$ cat src/rtl/exec_pkg.sv
// Shared types and constants for the execute stage.
package exec_pkg;

  localparam int unsigned SHAMT_W = 3;

  typedef enum logic [2:0] {
    OP_ADD = 3'b000,
    OP_SUB = 3'b001,
    OP_AND = 3'b010,
    OP_XOR = 3'b011,
    OP_SHL = 3'b100,
    OP_SHR = 3'b101,
    OP_MUL = 3'b110,
    OP_CMP = 3'b111
  } op_t;

  typedef enum logic [1:0] {
    IDLE  = 2'd0,
    SHIFT = 2'd1,
    MUL   = 2'd2,
    DONE  = 2'd3
  } state_t;

endpackage

$ cat src/rtl/exec_mul_seq.sv
// Sequential shift-add multiplier: one multiplier bit per cycle, W steps total.
module exec_mul_seq #(
  parameter int unsigned W = 8
) (
  input  logic           clk,
  input  logic           rst_n,
  input  logic           go,
  input  logic [W-1:0]   a,
  input  logic [W-1:0]   b,
  output logic [2*W-1:0] prod,
  output logic           last
);

  localparam int unsigned CW = $clog2(W) + 1;

  logic [2*W-1:0] mcand;
  logic [W-1:0]   mplier;
  logic [CW-1:0]  idx;
  logic           active;

  // Bit 0 of b is consumed on the go edge, so last rises after W-1 more steps.
  always_ff @(posedge clk or negedge rst_n) begin
    if (!rst_n) begin
      prod   <= '0;
      mcand  <= '0;
      mplier <= '0;
      idx    <= '0;
      active <= 1'b0;
      last   <= 1'b0;
    end else begin
      last <= 1'b0;
      if (go) begin
        prod   <= b[0] ? {{W{1'b0}}, a} : '0;
        mcand  <= {{(W-1){1'b0}}, a, 1'b0};
        mplier <= b >> 1;
        idx    <= CW'(1);
        active <= (W > 1);
        last   <= (W == 1);
      end else if (active) begin
        if (mplier[0]) prod <= prod + mcand;
        mcand  <= mcand << 1;
        mplier <= mplier >> 1;
        idx    <= idx + CW'(1);
        if (idx == CW'(W - 1)) begin
          active <= 1'b0;
          last   <= 1'b1;
        end
      end
    end
  end

endmodule

$ cat src/rtl/exec_unit.sv
// Execute stage: one ALU op per accepted request, register-file write-back and flags.
module exec_unit
  import exec_pkg::*;
#(
  parameter int unsigned W = 8,
  parameter int unsigned D = 3
) (
  input  logic         clk,
  input  logic         rst_n,
  input  logic         start,
  input  logic [2:0]   op,
  input  logic [W-1:0] zero_val,
  input  logic [W-1:0] other_val,
  input  logic [D-1:0] dest_addr,
  input  logic         dest_zero,
  output logic         busy,
  output logic         done,
  output logic         wb_en,
  output logic         wb_zero_store,
  output logic [D-1:0] wb_addr,
  output logic [W-1:0] wb_data,
  output logic         carry_flag,
  output logic         zero_flag
);

  state_t             state;
  op_t                op_i, op_q;
  logic [W-1:0]       sh_q, sh_next, alu_res;
  logic               sh_out, alu_c;
  logic [SHAMT_W-1:0] cnt, amt;
  logic [W:0]         wide;
  logic [2*W-1:0]     prod;
  logic               mul_go, mul_last;

  assign op_i   = op_t'(op);
  assign amt    = other_val[SHAMT_W-1:0];
  assign mul_go = (state == IDLE) && start && (op_i == OP_MUL);

  exec_mul_seq #(.W(W)) u_mul (
    .clk   (clk),
    .rst_n (rst_n),
    .go    (mul_go),
    .a     (zero_val),
    .b     (other_val),
    .prod  (prod),
    .last  (mul_last)
  );

  always_comb begin
    wide    = '0;
    alu_res = '0;
    alu_c   = 1'b0;
    case (op_i)
      OP_ADD: begin
        wide    = {1'b0, zero_val} + {1'b0, other_val};
        alu_res = wide[W-1:0];
        alu_c   = wide[W];
      end
      OP_SUB, OP_CMP: begin
        wide    = {1'b0, zero_val} - {1'b0, other_val};
        alu_res = wide[W-1:0];
        alu_c   = wide[W];
      end
      OP_AND:  alu_res = zero_val & other_val;
      OP_XOR:  alu_res = zero_val ^ other_val;
      default: alu_res = zero_val;  // zero-amount shift passes A through
    endcase
  end

  always_comb begin
    sh_next = (op_q == OP_SHL) ? (sh_q << 1) : (sh_q >> 1);
    sh_out  = (op_q == OP_SHL) ? sh_q[W-1] : sh_q[0];
  end

  always_ff @(posedge clk or negedge rst_n) begin
    if (!rst_n) begin
      state         <= IDLE;
      op_q          <= OP_ADD;
      sh_q          <= '0;
      cnt           <= '0;
      busy          <= 1'b0;
      done          <= 1'b0;
      wb_en         <= 1'b0;
      wb_zero_store <= 1'b0;
      wb_addr       <= '0;
      wb_data       <= '0;
      carry_flag    <= 1'b0;
      zero_flag     <= 1'b0;
    end else begin
      done  <= 1'b0;
      wb_en <= 1'b0;
      case (state)
        IDLE: if (start) begin
          op_q          <= op_i;
          wb_addr       <= dest_addr;
          wb_zero_store <= dest_zero;
          busy          <= 1'b1;
          if (op_i == OP_MUL) begin
            state <= MUL;
          end else if ((op_i == OP_SHL || op_i == OP_SHR) && amt != '0) begin
            state <= SHIFT;
            sh_q  <= zero_val;
            cnt   <= amt;
          end else begin
            state      <= DONE;
            done       <= 1'b1;
            wb_en      <= (op_i != OP_CMP);
            wb_data    <= alu_res;
            carry_flag <= alu_c;
            zero_flag  <= (alu_res == '0);
          end
        end
        SHIFT: begin
          sh_q <= sh_next;
          cnt  <= cnt - SHAMT_W'(1);
          if (cnt == SHAMT_W'(1)) begin
            state      <= DONE;
            done       <= 1'b1;
            wb_en      <= 1'b1;
            wb_data    <= sh_next;
            carry_flag <= sh_out;
            zero_flag  <= (sh_next == '0);
          end
        end
        MUL: if (mul_last) begin
          state      <= DONE;
          done       <= 1'b1;
          wb_en      <= 1'b1;
          wb_data    <= prod[W-1:0];
          carry_flag <= |prod[2*W-1:W];
          zero_flag  <= (prod[W-1:0] == '0);
        end
        DONE: begin
          state <= IDLE;
          busy  <= 1'b0;
        end
        default: state <= IDLE;
      endcase
    end
  end

endmodule

$ cat config.mk
export PLATFORM = sky130hd
export DESIGN_NAME = exec_unit
export DESIGN_NICKNAME = d
export VERILOG_FILES = /design/src/rtl/exec_pkg.sv /design/src/rtl/exec_mul_seq.sv /design/src/rtl/exec_unit.sv
export SDC_FILE = /design/constraint.sdc
export NUM_CORES = 1
export LEC_CHECK = 0
export ABC_CLOCK_PERIOD_IN_PS = 5400
export CORE_MARGIN = 4
export CORE_UTILIZATION = 36
export CTS_BUF_LIST = sky130_fd_sc_hd__clkbuf_4 sky130_fd_sc_hd__clkbuf_8
export DETAILED_ROUTE_END_ITERATION = 6
export GPL_TIMING_DRIVEN = 1
export SKIP_CTS_REPAIR_TIMING = 1
export SYNTH_ARGS = -nofsm -noshare
export SYNTH_HDL_FRONTEND = slang
export SYNTH_SLANG_ARGS = --single-unit
$ cat constraint.sdc
create_clock -name clk -period 5.4 [get_ports clk]
set_clock_uncertainty 0.2 [all_clocks]
set_input_delay 1.08 -clock clk [delete_from_list [all_inputs] [get_ports clk]]
set_output_delay 1.08 -clock clk [all_outputs]
set_load 0.01 [all_outputs]
==> results.json <==
{
  "status": "finished clean",
  "syn_inst": 652,
  "synth_area_um2": 5500,
  "nFillCells": 1475,
  "synth_top_area_frac": 0.350,
  "synth_ff_type": "dfrtp_1",
  "io_pins": 43,
  "final_nets": 746,
  "r2r_cells": 11,
  "drv_cap": 0,
  "worst-path-stages": 12,
  "clkLatencyLatePin_ns": 0.38,
  "crit_family": "buffers and inverters",
  "stdcell_area_um2": 6290,
  "timing.fmax_ghz": 0.237,
  "crit_end": "zero_flag$_DFFE_PN0P_",
  "async_flop_share": 1.00,
  "r2r_slack_ns": 2.33,
  "grt_pass1_vias": 4940,
  "dp.cells": 851,
  "critical_path_class": "in2reg",
  "cp-startpoint": "other_val[0]",
  "clkTransAtPathRegs_ns": 0.08,
  "layout_common_cells": "nand2_1 (77), dfrtp_1 (77), a21oi_1 (63)",
  "timing.rr.start": "u_mul.prod[1]$_DFFE_PN0P_",
  "hold_class": "reg2reg",
  "die_h_um": 132,
  "synthTopCellsByArea": "dfrtp_1 (35%), ha_1 (8.9%), a21oi_1 (5.7%)",
  "post-route-period-util": 0.782,
  "r2r-end": "u_mul.prod[15]$_DFFE_PN0P_",
  "finalCriticalPeriod_ns": 4.22,
  "diodes": 0,
  "rows": 44,
  "grt_remaining_overflow": 0,
  "core_area_um2": 14800,
  "port_buffers": 42,
  "htree_levels": 3,
  "synth_mux_area_frac": 0.0671,
  "syn_area_per_cell_um2": 8.44,
  "yosysUniqueCellTypes": 67,
  "synth_top_area_cell": "dfrtp_1",
  "clkSinkCount": 77,
  "grt_antenna_before_repair": 0,
  "place_congestion": 0.921,
  "grtUsageTotal": 0.190,
  "worstPathArrival_ns": 4.32,
  "synth_edf_count": 0,
  "power_mw": 3.12,
  "dr.pass1.iters": 5,
  "worstPathRequired_ns": 5.50,
  "slew_headroom": 0.345,
  "fin_util": 0.426,
  "worst_pin_slew_ns": 0.983,
  "dp_slack_ns": 0.852,
  "rsz0062_at_grt": "no",
  "num_vias": 4936,
  "ir_drop_uv": 268,
  "grt_pass1_wl_um": 26500,
  "die-area_um2": 17300,
  "syn_nets": 720,
  "synth_xor_area_frac": 0.0287,
  "start_util": 0.373,
  "die_x_um": 132,
  "drv_slew": 0,
  "cp_cell_sequence": "clkdlybuf4s50_1 > ha_1 > inv_1 > fa_1 > o21bai_1 > a21oi_1 > o21ba_2 > a32oi_1 > nor2_1 > nor4_1 > nand4_1 > o21ai_1",
  "synth_top_family_by_area": "compound AO/OA/AOI/OAI gates",
  "wirelength_um": 16000,
  "fin_ws_ns": 1.18,
  "hpwl_um": 11900,
  "startpoint_type": "input port",
  "wire_per_inst_um": 18.5,
  "p_leak_nw": 2.71,
  "clockRootBuffer": "clkbuf_8",
  "grt_max_degree": 78,
  "yosys.area_share.simple": 0.173,
  "ys_seq_area_frac": 0.350,
  "area_growth_pct": 14.4,
  "fin_tns_setup_ns": 0,
  "cp_max_fo": 13,
  "hold_viol": 0,
  "powerDensity_nw_per_um2": 496,
  "critPathBufInv": 2,
  "numCtsBuffers": 9,
  "antenna_left": 0,
  "dr.first_iter.drc_count": 369,
  "instances_no_fill": 867,
  "endpoint_kind": "flip-flop",
  "yosys_warnings": 0,
  "drive_above_1_share": 0.0615,
  "synthAdderAreaFrac": 0.101,
  "synth.ff_latch_count": 77,
  "cts_tree": "yes",
  "critPathSlowestCell": "clkdlybuf4s50_1",
  "setup_viol": 0,
  "avgViaCountPerCell": 5.69,
  "drc": 0,
  "dpl_cell_area_um2": 6070,
  "max_stage_delay_ns": 0.84,
  "synth_compound_area_frac": 0.228,
  "clk_path_buf_depth": 2,
  "timing.hold.ws_ns": 0.285
}
## cells by family after synthesis
kind of cell | count (synthesis)
xor+xnor | 18
flops | 77
buf+inv | 71
fa+ha+maj | 43
mux | 36
simple gates | 207
compound gates | 200
## worst min path at each step
stage,startpoint,to,slack [ns],depth (start not counted)
floorplan,u_mul.idx[3]$_DFFE_PN0P_,u_mul.last$_DFF_PN0_,0.24,1
global placement,wb_data[1]$_DFFE_PN0P_,wb_data[1]$_DFFE_PN0P_,0.26,2
detailed placement,u_mul.idx[3]$_DFFE_PN0P_,u_mul.last$_DFF_PN0_,0.28,1
CTS,wb_data[0]$_DFFE_PN0P_,wb_data[0]$_DFFE_PN0P_,0.30,2
global route,wb_data[4]$_DFFE_PN0P_,wb_data[4]$_DFFE_PN0P_,0.32,2
finish,wb_data[0]$_DFFE_PN0P_,wb_data[0]$_DFFE_PN0P_,0.29,2
## layout make-up
type	count	area (um2)	area share
inverters	37	139	0.0221
well taps	184	230	0.0366
flip-flops and latches	77	1930	0.306
clock inverters	5	81.3	0.0129
clock buffers	11	145	0.0231
repair buffers	49	470	0.0748
multi-input cells	504	3300	0.524
## layer usage
metal | routed length (um) | global-route usage
met5 | 0 | 0
met4 | 307 | 0.0601
met3 | 1010 | 0.0459
met2 | 7280 | 0.298
met1 | 7400 | 0.259
## cell usage after synthesis (4+ instances only)
| cell | instances |
|---|---|
| a211oi_1 | 7 |
| a21o_1 | 5 |
| a21oi_1 | 63 |
| a31oi_1 | 4 |
| buf_2 | 10 |
| clkbuf_1 | 21 |
| dfrtp_1 | 77 |
| ha_1 | 39 |
| inv_1 | 35 |
| mux2_2 | 7 |
| mux2i_1 | 29 |
| nand2_1 | 77 |
| nand2b_1 | 7 |
| nand3_1 | 17 |
| nand3b_1 | 4 |
| nand4_1 | 6 |
| nor2_1 | 48 |
| nor2b_1 | 6 |
| nor3_1 | 21 |
| nor4_1 | 6 |
| o211ai_1 | 4 |
| o21a_1 | 4 |
| o21ai_0 | 60 |
| o21bai_1 | 5 |
| or3_1 | 5 |
| xnor2_1 | 11 |
| xor2_1 | 7 |
## report_power, final
group	internal (mW)	leakage, nW	total, mW	switching (mW)
Combinational	0.671	1.61	1.60	0.929
Sequential	0.822	0.988	1.03	0.203
Clock	0.279	0.113	0.498	0.220
## worst min-delay path, delay by kind of cell (launching register included)
kind	cells	cell delay, ns
AO/OA/AOI/OAI	1	0.06
flip-flops	1	0.35
AND/OR/NAND/NOR	1	0.05
## sequential cells by signal, indices dropped and copies added, names as in the netlist
| register | count |
|---|---|
| busy | 1 |
| carry_flag | 1 |
| cnt | 3 |
| done | 1 |
| op_q | 3 |
| sh_q | 8 |
| state | 2 |
| u_mul.active | 1 |
| u_mul.idx | 4 |
| u_mul.last | 1 |
| u_mul.mcand | 15 |
| u_mul.mplier | 7 |
| u_mul.prod | 16 |
| wb_addr | 3 |
| wb_data | 8 |
| wb_en | 1 |
| wb_zero_store | 1 |
| zero_flag | 1 |
No activity file was read; power rests on OpenSTA's default activity.
